==> src/rtl/gelato_issue_scheduler.sv <==
// gelato_issue_scheduler: per-cycle warp issue scheduler.
// Tracks in-flight destination registers per warp in small scoreboard tables,
// blocks RAW/WAW hazards, picks a hazard-free warp round-robin and drives a
// single registered issue slot with a valid/ready handshake.
module gelato_issue_scheduler #(
  parameter int WARP_NUM = 4,
  parameter int SB_SIZE  = 4,
  parameter int REG_W    = 5,
  localparam int WID     = $clog2(WARP_NUM)
) (
  input  logic                      clk,
  input  logic                      rst_n,
  input  logic                      rdy,
  input  logic [WARP_NUM-1:0]       inst_valid,
  input  logic [WARP_NUM*REG_W-1:0] inst_rs1,
  input  logic [WARP_NUM*REG_W-1:0] inst_rs2,
  input  logic [WARP_NUM*REG_W-1:0] inst_rd,
  output logic [WARP_NUM-1:0]       inst_ready,
  output logic                      issue_valid,
  input  logic                      issue_ready,
  output logic [WID-1:0]            issue_warp,
  output logic [REG_W-1:0]          issue_rs1,
  output logic [REG_W-1:0]          issue_rs2,
  output logic [REG_W-1:0]          issue_rd,
  input  logic                      wb_valid,
  input  logic [WID-1:0]            wb_warp,
  input  logic [REG_W-1:0]          wb_rd,
  output logic [WARP_NUM-1:0]       sb_full
);

  // Scoreboard: a zero entry is free, a nonzero entry is a dirty register.
  logic [REG_W-1:0] sb [WARP_NUM][SB_SIZE];

  logic [REG_W-1:0] rs1_w [WARP_NUM];
  logic [REG_W-1:0] rs2_w [WARP_NUM];
  logic [REG_W-1:0] rd_w  [WARP_NUM];

  logic [WARP_NUM-1:0] elig;
  logic                slot_free;
  logic                grant;
  logic [WID-1:0]      grant_warp;
  logic [REG_W-1:0]    grant_rd;
  logic [SB_SIZE-1:0]  alloc_oh;
  logic [WID-1:0]      ptr;

  // Unpack the per-warp register fields.
  for (genvar w = 0; w < WARP_NUM; w++) begin : g_unpack
    assign rs1_w[w] = inst_rs1[w*REG_W +: REG_W];
    assign rs2_w[w] = inst_rs2[w*REG_W +: REG_W];
    assign rd_w[w]  = inst_rd[w*REG_W +: REG_W];
  end

  assign slot_free = !issue_valid || issue_ready;
  assign grant_rd  = rd_w[grant_warp];

  // Hazard check and table-full flags against the registered tables only.
  always_comb begin
    // NOTE: every always_comb output gets a default first so no path leaves it unassigned (no latch).
    elig    = '0;
    sb_full = '0;
    for (int w = 0; w < WARP_NUM; w++) begin
      logic hit;
      logic full;
      hit  = 1'b0;
      full = 1'b1;
      for (int e = 0; e < SB_SIZE; e++) begin
        if (sb[w][e] == '0) begin
          full = 1'b0;
        end else if (sb[w][e] == rs1_w[w] || sb[w][e] == rs2_w[w] ||
                     sb[w][e] == rd_w[w]) begin
          hit = 1'b1;
        end
      end
      sb_full[w] = full;
      elig[w]    = inst_valid[w] && !hit && (rd_w[w] == '0 || !full);
    end
  end

  // Round-robin pick: first eligible warp at or above the pointer, with wrap.
  always_comb begin
    grant      = 1'b0;
    grant_warp = '0;
    inst_ready = '0;
    if (rst_n && rdy && slot_free) begin
      for (int i = 0; i < WARP_NUM; i++) begin
        if (!grant && elig[ptr + WID'(i)]) begin
          grant      = 1'b1;
          grant_warp = ptr + WID'(i);
        end
      end
    end
    if (grant) inst_ready[grant_warp] = 1'b1;
  end

  // Lowest-index free entry of the granted warp's table.
  always_comb begin
    logic found;
    found    = 1'b0;
    alloc_oh = '0;
    for (int e = 0; e < SB_SIZE; e++) begin
      if (!found && sb[grant_warp][e] == '0) begin
        found       = 1'b1;
        alloc_oh[e] = 1'b1;
      end
    end
  end

  // Scoreboard update: writeback clears a matching entry, grant allocates a free one.
  // An allocation always targets an entry that is zero now, and a writeback only
  // clears a nonzero one, so the two never collide on the same entry.
  always_ff @(posedge clk or negedge rst_n) begin
    if (!rst_n) begin
      // NOTE: the tables are reset explicitly because a stale dirty entry would block a warp forever.
      for (int w = 0; w < WARP_NUM; w++) begin
        for (int e = 0; e < SB_SIZE; e++) begin
          sb[w][e] <= '0;
        end
      end
    end else begin
      for (int w = 0; w < WARP_NUM; w++) begin
        for (int e = 0; e < SB_SIZE; e++) begin
          if (wb_valid && wb_rd != '0 && WID'(w) == wb_warp && sb[w][e] == wb_rd) begin
            sb[w][e] <= '0;
          end else if (grant && grant_rd != '0 && WID'(w) == grant_warp && alloc_oh[e]) begin
            sb[w][e] <= grant_rd;
          end
        end
      end
    end
  end

  // Issue slot: load on grant, drain on accept, hold under backpressure.
  always_ff @(posedge clk or negedge rst_n) begin
    if (!rst_n) begin
      issue_valid <= 1'b0;
      issue_warp  <= '0;
      issue_rs1   <= '0;
      issue_rs2   <= '0;
      issue_rd    <= '0;
    end else if (grant) begin
      // NOTE: sequential state uses non-blocking assignments so all registers update from pre-edge values.
      issue_valid <= 1'b1;
      issue_warp  <= grant_warp;
      issue_rs1   <= rs1_w[grant_warp];
      issue_rs2   <= rs2_w[grant_warp];
      issue_rd    <= grant_rd;
    end else if (issue_valid && issue_ready) begin
      issue_valid <= 1'b0;
    end
  end

  // Round-robin pointer moves just past the granted warp.
  always_ff @(posedge clk or negedge rst_n) begin
    if (!rst_n) begin
      ptr <= '0;
    end else if (grant) begin
      ptr <= grant_warp + WID'(1);
    end
  end

endmodule

==> config.mk <==
export PLATFORM = sky130hd
export DESIGN_NAME = gelato_issue_scheduler
export DESIGN_NICKNAME = d
export VERILOG_FILES = /design/src/rtl/gelato_issue_scheduler.sv
export SDC_FILE = /design/constraint.sdc
export NUM_CORES = 1
export LEC_CHECK = 0
export CAP_MARGIN = 20
export CORE_MARGIN = 5
export CORE_UTILIZATION = 39
export CTS_CLUSTER_DIAMETER = 120
export DETAILED_ROUTE_END_ITERATION = 8
export PLACE_DENSITY_LB_ADDON = 0.25
export REMOVE_ABC_BUFFERS = 1
export SYNTH_ARGS = -nofsm -noshare
export SYNTH_HDL_FRONTEND = slang
export SYNTH_SLANG_ARGS = --single-unit
export TNS_END_PERCENT = 1
==> constraint.sdc <==
create_clock -name clk -period 9.85 [get_ports clk]
set_input_delay 1.4775 -clock clk [delete_from_list [all_inputs] [get_ports clk]]
set_output_delay 1.4775 -clock clk [all_outputs]
set_load 0.05 [all_outputs]
# Word-level counts from Yosys, hierarchy flattened
# Cells that the tools add are included.
# totals
reg_bits	100
input_bits	76
elab_cells	385
# classes
n_addsub	4
order_cmp	7
eq_ne	70
n_mux	124
n_bitwise	1
n_reduce_logical	157
# op_table
op	n
5-bit equality test	64
5-bit 2-to-1 mux	38
5-bit zero test	24
1-bit 2-to-1 mux	69
1-bit logical AND	60
20-bit binary-select mux with 2-bit select	1
20-bit 2-to-1 mux	2
1-bit logical OR	37
2-bit nonzero test	17
5-bit binary-select mux with 2-bit select	3
1-bit zero test	15
2-bit by 3-bit < comparator with 1-bit output (second input constant)	5
2-bit 2-to-1 mux	5
5-bit nonzero test	2
1-bit binary-select mux with 2-bit select	4
2-bit equality test (first input constant)	4
2-bit by 1-bit adder with 2-bit output (second input constant)	2
2-bit adder (second input constant)	2
1-bit by 2-bit equality test with 1-bit output (first input constant)	2
2-bit zero test	2
4-bit 2-to-1 mux	1
3-bit >= comparator (second input constant)	1
2-bit inverter with 3-bit output	1
1-bit demux with 2-bit select	1
2-bit by 1-bit >= comparator with 1-bit output (second input constant)	1

# Longest topological paths before layout
# Gate-level depths: netlist of run 1.
# logic_depth
depth_word	48
ltp_mapped	18
depth_no_buf	15

# Worst setup path after synthesis of run 1
# OpenSTA, ideal clock, no wires.
# synth_timing
kind	register to output
startpoint	reg sb[17] in the netlist's numbering
endpoint	out inst_ready[0]
t_arrival_ns	5.212
required_time_ns	8.373
path_slack_ns	3.161
path_stages_with_launch	16
path_cell_list	dfrtp_1 > clkbuf_1 > or4_1 > nor2_1 > nor4_1 > o21ai_0 > nor4bb_1 > a2111oi_0 > a221oi_2 > o311ai_2 > buf_6 > buf_2 > buf_1 > ha_1 > nand2_1 > inv_1
# synth_via
word_cells_on_any_way	56
classes_between	order compare: 2; eq/ne: 3; mux: 36; reduce/logical: 15
# synth_rtl
element	line	text
start, declared	32	logic [REG_W-1:0] sb [WARP_NUM][SB_SIZE];
start signal, assigned by index	125	sb[w][e] <= grant_rd;
5-bit zero test *	67	if (sb[w][e] == '0) begin
1-bit 2-to-1 mux * (4 in a row)	67	
net sb_full[3]	28	output logic [WARP_NUM-1:0] sb_full
1-bit zero test *	75	elig[w] = inst_valid[w] && !hit && (rd_w[w] == '0 || !full);
1-bit logical OR *	75	
1-bit logical AND *	75	
1-bit binary-select mux with 2-bit select	86	if (!grant && elig[ptr + WID'(i)]) begin
1-bit 2-to-1 mux (implied by the code)	86	
(+11 left out)	-	
1-bit logical AND	86	
2-bit 2-to-1 mux	86	
2-bit 2-to-1 mux	84	if (rst_n && rdy && slot_free) begin
2-bit by 3-bit < comparator with 1-bit output (implied by the code) or 2-bit by 1-bit >= comparator with 1-bit output (tied branches)	92	if (grant) inst_ready[grant_warp] = 1'b1;
1-bit logical AND (implied by the code)	92	
1-bit 2-to-1 mux (implied by the code)	92	
1-bit demux with 2-bit select	92	
4-bit 2-to-1 mux *	92	
end, declared	18	output logic [WARP_NUM-1:0] inst_ready,
# Mark *: on every way through the listed nets, which the timed path passes. The rest lies on a longest branch. The select of a mux whose other input is x is not followed.

# Worst setup path after layout of run 1
# layout_timing
startpoint	in inst_rd[9]
endpoint	out inst_ready[2]
# layout_via
elab_chain_cells	34
word_cells_on_any_way	54
classes_between	order compare: 2; eq/ne: 4; mux: 32; reduce/logical: 16
# layout_lines
element	line	text
start, declared	17	input logic [WARP_NUM*REG_W-1:0] inst_rd,
5-bit equality test	70	sb[w][e] == rd_w[w]) begin
1-bit logical OR	69	end else if (sb[w][e] == rs1_w[w] || sb[w][e] == rs2_w[w] ||
1-bit 2-to-1 mux	69	
1-bit 2-to-1 mux	67	
1-bit 2-to-1 mux	69	
1-bit 2-to-1 mux	67	
1-bit 2-to-1 mux	69	
1-bit 2-to-1 mux	67	
(+18 left out)	-	
1-bit logical AND	86	
2-bit 2-to-1 mux	86	
2-bit 2-to-1 mux	84	
2-bit by 3-bit < comparator with 1-bit output (implied by the code) or 2-bit by 1-bit >= comparator with 1-bit output (tied branches)	92	
1-bit logical AND (implied by the code)	92	
1-bit 2-to-1 mux (implied by the code)	92	
1-bit demux with 2-bit select	92	
4-bit 2-to-1 mux *	92	
# Mark *: on every way between the ends. The rest lies on a longest branch, timed or not. The select of a mux whose other input is x is not followed.

==> impl_results.md, run 1 <==
- Starting Density: 39.20%
- Clk pin slew, worst setup/hold paths: around 70 ps
- # hold bufs at CTS: 0
- CTS tree: built
- GRT Overall Usage: between 20% and 30%
- First-pass GRT wire length: 49870 um
- Startpoint types: input port
- Total net switching power: roughly 1.3 mW
- CTS H-tree lvls: 3
- Setup crit end kind: primary output
- Slew headroom: between 30% and 40%
- Worst path required time: roughly 8400 ps
- Post_cts resized: 0
- Post-synthesis sequential area ratio: around a quarter
- Worst Reg-to-Reg Cells: 15
- Final HPWL DP: 23150 um
- Final wirelength: about 32000 um
- Hold Crit Endpoint: issue_rd[0]$_DFFE_PN0P_
- Nets@finish: between 1000 and 1500
- Internal Power: between 1 and 1.5 mW
- Worst slew pin tran: about 1000 ps
- Final period utilization: a little over four fifths
- Final non-filler cell total: 1494
- Synth cell count leaders: 178 x xor2_1, 177 x nand2_1, 142 x xnor2_1, 140 x clkbuf_1, 103 x mux2i_1
- Share of Yosys cell area claimed by the top area cell type: around a quarter
- EDFF count, synth: 0
- Synth cell types: between 50 and 60
- Fmax: ~120 MHz
- PnR worst setup slack: 1638 ps
- Setup Fix Bufs, Post-CTS: 0
- Clock latency at the later pin of the worst-skew pair: 360 ps
- Die X: 168.4 um
- Drt drc: 0
- DR iter-0 viols: ~860
- Vias in the first global route: about 8000
- Critical Path Fanout Max: 17
- Fillers: approximately 2500
- Non-Filler Cell Area, Final: between 10000 and 15000 um2
- Largest net degree at the start of global routing: 57
- Inst Count DP: ~1500
- Sequential share of power: between 30% and 40%
- R2r setup slk: around 3800 ps
- Status: finished clean
- Min Tclk post-route: approximately 8000 ps
- Layout area overhead: 12.00%
- Most used DFF post-synth: dfrtp_1
- Setup violations, final: 0
- Cell Pwr Density: between 200 and 250 nW/um2
- Mapped cell area: between 9000 and 10000 um2
- Max-cap violations: 0
- R2r startpoint: sb[51]$_DFFE_PN0P_
- End of the worst register-to-register path: sb[61]$_DFFE_PN0P_
- # rows: 58
- Placed Instance Area: 10640 um2
- DR vias: between 8000 and 9000
- #FFs+latches synth: 100
- Worst VDD drop: around 0.13 mV
- Final ANT Viol Nets: 0
- Share of layout cells above drive strength 1: 5.155%
- Hold Vio Cnt, Final: 0
- Die footprint: roughly 28000 um2
- # diodes: 0
- Leading cell type by number of instances after synthesis: xor2_1
- CP arrival: 6730 ps
- IO buf count: about 100
- Combinational power share: 54.2%
- Root Driver: clkbuf_16
- Leakage: 4.676 nW
- Ports: between 100 and 150
- RSZ-0062 raised after global routing: false
- Num CTS Buffers: 9
- CTS Sinks: 100
- Setup WS pre-CTS: 1716 ps
- Hold depth: 2
- FFs w/ async S/R, synth: 100.0%
- Worst Skew: 9.152 ps
- Yosys top cell by area: dfrtp_1
- HP Class: flip-flop to flip-flop
- Initial antenna violation count: 0
- Syn_area_per_cell: 8.062 um2
- GPL Wtd Cong: ~0.94
- CP Class: input port to primary output
- Cell count after synthesis: 1214
- DR pass1 iterations: 6
- Clock Power Share: between 10% and 20%
- Synth area leaders: dfrtp_1 26%, xor2_1 16%, xnor2_1 13%
- DR vias/cell: about 5.6
- Ys Warns: 0
- Hold Crit Start: issue_rd[0]$_DFFE_PN0P_
- CTS max path bufs: 2
- Switch share: between 40% and 50%
- Setup TNS Final: 0 ps
- Core ar.: 24960 um2
- Routed WL per cell: 21.64 um
- Fin. max-slew vios: 0
- Die height: 168.4 um
- Global route overflow: 0
-- worst max-delay path, cell delays in order --
cell and delay [ps]:
clkdlybuf4s50_1 580, xnor2_1 210, nand3_1 100, nor4_1 50, or4_1 520, or4b_4 560, nor3b_1 190, and2_1 180
o21bai_1 160, o221ai_2 780, inv_1 480, ha_1 320, nand2_1 280, inv_1 110, clkdlybuf4s50_1 720
-- sequential cells by signal (all words and copies together) (netlist names) --
name         count
issue_valid      1
issue_rd         5
sb              80
issue_rs2        5
ptr              2
issue_warp       2
issue_rs1        5
-- metrics by stage --
step | util (%) | power, mW | hold WS (ps)
3_3_place_gp | 42.60 | 2.235 | 459.1
4_1_cts | 43.91 | 2.667 | 482.4
3_5_place_dp | 42.60 | 2.258 | 464.4
2_1_floorplan | - | 1.749 | 556.2
6_report | 43.91 | 2.678 | 479.3
5_1_grt | 43.91 | 2.833 | 496.3
-- cell type report --
class                   instances  area, um2  area share [%]
well taps                     330      412.9           3.767
inverters                       9      33.78          0.3082
clock buffers                  10      239.0           2.180
multi-input cells             925       6580           60.03
flip-flops and latches        100       2502           22.83
repair buffers                114       1106           10.09
clock inverters                 6      87.58          0.7990
-- logic make-up after synthesis --
group                      synth area share, %
AOI/OAI and AO/OA                        7.287
DFF                                      25.57
adders and majority gates               0.5114
and+or+nand+nor                          19.62
muxes                                    10.88
buffers and inverters                    7.492
xor gates and xnor gates                 28.64
-- power groups by stage --
stage	clock, mW	combinational, mW	sequential (mW)
after global routing	0.425	1.57	0.842
after CTS	0.411	1.44	0.817
after floorplan	0	0.883	0.866
after detailed placement	0	1.43	0.826
after global placement	0	1.41	0.824
final	0.404	1.45	0.822
-- per-layer routing --
layer	vias up	global-route usage, %	share of wire (%)
met5	-	0	0
met4	0	6.775	2.4
met3	53	4.179	7.8
met2	333	33.77	43
met1	4085	33.08	46
li1	3864	-	-
-- cell usage in the layout, fill, tap and decap left out, types with 8 or more instances in the layout --
cell / synthesis / layout
a221oi_1: 8 / 8
buf_4: 0 / 14
clkbuf_16: 0 / 9
clkdlybuf4s50_1: 0 / 100
dfrtp_1: 100 / 100
inv_1: 9 / 9
mux2i_1: 103 / 98
nand2_1: 177 / 177
nand3_1: 64 / 64
nor2_1: 49 / 49
nor3_1: 51 / 51
nor4_1: 15 / 15
o21ai_0: 11 / 11
o21ai_1: 18 / 18
or4_1: 33 / 33
xnor2_1: 142 / 142
xor2_1: 178 / 178
-- worst max path at each step --
stage / from / endpoint / slack (ps)
4_1_cts: inst_rd[8] / inst_ready[2] / 1700
3_5_place_dp: inst_rd[8] / inst_ready[2] / 1720
6_report: inst_rd[9] / inst_ready[2] / 1640
2_1_floorplan: sb[17]$_DFFE_PN0P_ / inst_ready[1] / 1710
5_1_grt: inst_rd[9] / inst_ready[2] / 1410
3_3_place_gp: inst_rd[9] / inst_ready[2] / 1790
(Power assumes the default switching activity.)
==> run 2: changes to the inputs <==
==> constraint.sdc (replaced) <==
create_clock -name clk -period 7.36 [get_ports clk]
set_input_delay 1.104 -clock clk [delete_from_list [all_inputs] [get_ports clk]]
set_output_delay 1.104 -clock clk [all_outputs]
set_load 0.05 [all_outputs]
==> run 2 against run 1 <==
Effect of this change:
- critical path depth down 3
- design area decreased by 0.19%
- hold slack worse by 1.1 ps
- flip-flop and latch count stayed put
- critical endpoint is now inst_ready[0]
==> impl_results.md, run 2 (synthesis gave the netlist of run 1 again) <==
- Status: finished clean
- Final ANT Viol Nets: 0
- Routed WL per cell: about 22 um
- Vias in the first global route: 8093
- Setup TNS Final: 0 ps
- Initial antenna violation count: 0
- Inst Count DP: around 1500
- Worst path max stage delay: between 700 and 800 ps
- Clock latency at the later pin of the worst-skew pair: approximately 360 ps
- IO buf count: 101
- Layout area overhead: 11.79%
- Num CTS Buffers: 9
- Die X: between 150 and 200 um
- Final period utilization: about nine tenths
- Ports: 102
- GRT Overall Usage: a little under a quarter
- Non-Filler Cell Area, Final: ~11000 um2
- Critical Path Fanout Max: 40
- Die height: between 150 and 200 um
- Clk pin slew, worst setup/hold paths: about 80 ps
- # rows: 58
- Largest net degree at the start of global routing: a little under 70
- Largest Register: sb
- Share of layout cells above drive strength 1: around 5.7%
- CP arrival: 5600 ps
- Critical path's slowest cell: clkdlybuf4s50_1
- Worst VDD drop: about 0.16 mV
- Setup crit end kind: primary output
- Number of flip-flops in the largest register: 80
- RSZ-0062 raised after global routing: false
- DR pass1 iterations: 5
- Setup violations, final: 0
- Fillers: 2467
- DR WL met3: 2222 um
- Nets@finish: ~1200
- CTS H-tree lvls: 3
- Placed Instance Area: roughly 11000 um2
- Post_cts resized: 0
- Hold WS: roughly 480 ps
- Die footprint: around 28000 um2
- Final HPWL DP: 23500 um
- Fin. max-slew vios: 0
- DR WL met2: roughly 14000 um
- Total Power: 3.520 mW
- Global route overflow: 0
- Drt drc: 0
- Post-layout util: between 40% and 50%
- CTS tree: built
- # diodes: 0
- Max-cap violations: 0
- HP Class: flip-flop to flip-flop
- DR vias/cell: 5.545
- CP Class: input port to primary output
- Final non-filler cell total: about 1500
- Root Driver: clkbuf_16
- CTS Sinks: 100
- Startpoint types: input port
- Commonest non-fill, non-tap cell in the layout: xor2_1
- CP Cell Sequence: clkdlybuf4s50_1 > or4_1 > o21ai_0 > nor4bb_1 > nand2_1 > nor3_1 > o311ai_4 > buf_4 > ha_1 > nand2_1 > inv_1 > clkdlybuf4s50_1
- Worst slew pin tran: 930.4 ps
- DR iter-0 viols: ~750
- Worst path required time: about 6300 ps
- First-pass GRT wire length: approximately 50000 um
- # hold bufs at CTS: 0
- Cell Pwr Density: 321.7 nW/um2
- Min Tclk post-route: 6703 ps
- GPL Wtd Cong: 0.9428
- Met1 Wirelength: roughly 15000 um
- Core ar.: ~25000 um2
- Leakage: ~4.7 nW
- Top sig layer: met4
- Fmax: between 100 and 150 MHz
- Slew headroom: 37.97%
- Setup Fix Bufs, Post-CTS: 0
- Setup WS pre-CTS: 710.0 ps
- CTS max path bufs: 2
- Hold Vio Cnt, Final: 0
- Highest-count cells in the layout ignoring fill and taps: 178 x xor2_1, 177 x nand2_1, 142 x xnor2_1
- Final wirelength: ~32000 um
- DR vias: just over 8000
- Worst Skew: 10.81 ps
- PnR worst setup slack: 656.7 ps
- Starting Density: about two fifths
## run 2: cell count changes in the layout (fill, tap and decap cells not counted)
cell / previous run / this run
clkinvlp_4: 0 / 1
buf_4: 14 / 20
inv_6: 0 / 3
clkdlybuf4s50_1: 100 / 98
clkbuf_8: 1 / 0
inv_8: 0 / 1
bufinv_16: 2 / 0
clkinv_4: 2 / 0
## run 2: per-layer routing
| layer | vias to the layer above | GRT usage, % |
|---|---|---|
| li1 | 3874 | - |
| met1 | 4068 | 33.54 |
| met2 | 319 | 34.08 |
| met3 | 46 | 4.203 |
| met4 | 0 | 5.646 |
| met5 | - | 0 |
## run 2: worst max-delay path, delay by kind of cell
family          cells  cell delay (ps)
compound gates      2              280
fa+ha+maj           1              290
buf+inv             4             1790
simple gates        5             2110
## run 2: report_power, final
part / internal [mW] / leakage (nW) / switching, mW / total, mW
logic: 0.784 / 3.22 / 1.16 / 1.94
registers: 0.725 / 1.32 / 0.375 / 1.10
clock network: 0.235 / 0.139 / 0.243 / 0.478
## run 2: final timing paths
path,start,to,slack (ps),cells after the start
worst max-delay path,inst_rd[16],inst_ready[0],660,12
worst min-delay path,issue_rd[3]$_DFFE_PN0P_,issue_rd[3]$_DFFE_PN0P_,480,2
worst max register to register,sb[51]$_DFFE_PN0P_,sb[64]$_DFFE_PN0P_,1420,14
worst min register to register,issue_rd[3]$_DFFE_PN0P_,issue_rd[3]$_DFFE_PN0P_,480,2
max in group asynchronous,rst_n,sb[50]$_DFFE_PN0P_,5360,2
min in group asynchronous,rst_n,sb[32]$_DFFE_PN0P_,680,1
## run 2: area by class of cell
class                           count  area, um2  area share [%]
Multi-Input combinational cell    925       6580           60.14
Sequential cell                   100       2502           22.87
Timing Repair Buffer              118       1131           10.34
Tap cell                          330      412.9           3.774
Clock buffer                        9      225.2           2.059
Clock inverter                      7      55.05          0.5032
Inverter                            9      33.78          0.3088
==> run 3: changes to the inputs <==
==> constraint.sdc (replaced) <==
create_clock -name clk -period 8.1 [get_ports clk]
set_input_delay 1.215 -clock clk [delete_from_list [all_inputs] [get_ports clk]]
set_output_delay 1.215 -clock clk [all_outputs]
set_load 0.05 [all_outputs]
==> run 3 against run 2 <==
Effect of this change:
- routed wire length is 0.33% lower
- die area stayed put
- power is 9.5% lower
- flip-flop and latch count stayed put
- clock power is 12% lower
- register-to-register slack better by 660 ps
- count of clock-buffer cells in the layout is 3 higher
- hold slack hardly changed
- global-route usage is 0.23 points lower
- sequential power is 9% lower
- first-iteration DRC count is 1.7% higher
- largest power group unchanged
- largest cell class unchanged
- cell count is 0.33% lower
==> impl_results.md, run 3 (synthesis gave the netlist of run 1 again) <==
- Fillers: 2510
- # rows: 58
- Fin. max-slew vios: 0
- CP arrival: around 6100 ps
- Worst VDD drop: around 0.16 mV
- Drt drc: 0
- Status: finished clean
- Combinational power share: between 50% and 60%
- Final HPWL DP: around 23000 um
- Setup violations, final: 0
- Core ar.: between 20000 and 25000 um2
- Die footprint: ~28000 um2
- CTS Sinks: 100
- GPL Wtd Cong: between 0.9 and 1
- Min Tclk post-route: approximately 7300 ps
- Vias in the first global route: 8214
- Leakage: around 4.7 nW
- # diodes: 0
- Clock Power Share: about an eighth
- Critical Path Fanout Max: 17
- GRT Overall Usage: 22.43%
- Num CTS Buffers: 9
- Worst Skew: around 13 ps
- Routed WL per cell: roughly 22 um
- Ports: between 100 and 150
- Switch share: 50.06%
- Setup Fix Bufs, Post-CTS: 0
- Starting Density: between 30% and 40%
- Setup TNS Final: 0 ps
- PnR worst setup slack: about 820 ps
- Global route overflow: 0
- Fmax: about 140 MHz
- CTS max path bufs: 2
- Slew headroom: around 46%
- Number of flip-flops in the largest register: 80
- CTS tree: built
- Die height: about 170 um
- Final ANT Viol Nets: 0
- Die X: 168.4 um
- DR vias: around 8400
- Root Driver: clkbuf_16
- Sequential share of power: between 30% and 40%
- Total net switching power: 1.596 mW
- DR pass1 iterations: 5
- # hold bufs at CTS: 0
- Final period utilization: ~90%
- CTS H-tree lvls: 3
- Largest Register: sb
- R2r setup slk: between 2000 and 2500 ps
- M3 GR Usage: 4.860%
- Initial antenna violation count: 0
- DR iter-0 viols: approximately 770
- RSZ-0062 raised after global routing: false
- First-pass GRT wire length: approximately 50000 um
- Busiest grt layer: met2
- Setup crit end kind: primary output
- Cell Pwr Density: 292.0 nW/um2
- Setup WS pre-CTS: 923.9 ps
- Startpoint types: input port
- HP Class: flip-flop to flip-flop
- Hold Vio Cnt, Final: 0
- Max-cap violations: 0
- GR Util met1: about a third
- Clk pin slew, worst setup/hold paths: around 70 ps
- Commonest non-fill, non-tap cell in the layout: xor2_1
- CP Class: input port to primary output
- Share of layout cells above drive strength 1: ~5%
- Total Power: roughly 3.2 mW
- Global routing met2 resource utilization: 33.84%
- Final wirelength: approximately 32000 um
- IO buf count: between 100 and 150
- Post_cts resized: 0
- Layout area overhead: 11.53%
- Internal Power: between 1.5 and 2 mW
- Worst path required time: between 6000 and 7000 ps
- Largest net degree at the start of global routing: 55
- Nets@finish: 1241
- DR vias/cell: around 5.6
- Worst slew pin tran: approximately 810 ps
- Clock latency at the later pin of the worst-skew pair: ~360 ps
- Highest-count cells in the layout ignoring fill and taps: 178 x xor2_1, 177 x nand2_1, 142 x xnor2_1
run 3: cell type report:
type / instances / area (um2) / area share [%]
Clock inverter: 1 / 8.758 / 0.08024
Sequential cell: 100 / 2502 / 22.93
Inverter: 9 / 33.78 / 0.3095
Clock buffer: 12 / 256.5 / 2.350
Timing Repair Buffer: 116 / 1121 / 10.27
Tap cell: 330 / 412.9 / 3.783
Multi-Input combinational cell: 925 / 6580 / 60.28
run 3: worst max-delay path, cell delays in order:
cell and delay [ps]:
clkdlybuf4s50_1 590, or4_1 570, o21ai_0 140, nor4bb_1 630, nand2_1 230, o21ai_0 250
o221a_2 290, o221ai_2 100, buf_4 240, inv_1 360, ha_1 230, nand2_1 220
inv_1 180, clkdlybuf4s50_1 820
run 3: worst paths after layout:
path / startpoint / endpoint / cells after the start
min in group asynchronous: rst_n / sb[33]$_DFFE_PN0P_ / 1
max in group asynchronous: rst_n / sb[5]$_DFFE_PN0P_ / 2
hold reg to reg: issue_rd[3]$_DFFE_PN0P_ / issue_rd[3]$_DFFE_PN0P_ / 2
hold / removal: issue_rd[3]$_DFFE_PN0P_ / issue_rd[3]$_DFFE_PN0P_ / 2
setup / recovery: inst_rd[16] / inst_ready[2] / 14
setup reg to reg: sb[56]$_DFFE_PN0P_ / sb[64]$_DFFE_PN0P_ / 14
run 3: through the flow:
step,hold WS [ps],util (%),cell area [um2],cells
2_1_floorplan,556.2,-,9087,1034
3_3_place_gp,461.1,42.66,10650,1480
3_5_place_dp,470.3,42.66,10650,1480
4_1_cts,486.6,43.72,10920,1493
5_1_grt,513.2,43.72,10920,1493
6_report,478.2,43.72,10920,1493
run 3: power by group through the flow:
stage / Clock (mW) / Sequential, mW / Combinational [mW]
after floorplan: 0 / 1.05 / 1.07
after global routing: 0.447 / 1.02 / 1.91
after detailed placement: 0 / 1.00 / 1.75
after CTS: 0.431 / 0.991 / 1.75
after global placement: 0 / 0.998 / 1.72
final: 0.423 / 0.996 / 1.77
run 3: per-layer routing:
| metal | share of wire (%) | vias to the layer above |
|---|---|---|
| met1 | 46 | 4102 |
| met2 | 43 | 376 |
| met3 | 7.8 | 58 |
| li1 | - | 3847 |
| met4 | 2.6 | 0 |
| met5 | 0 | - |
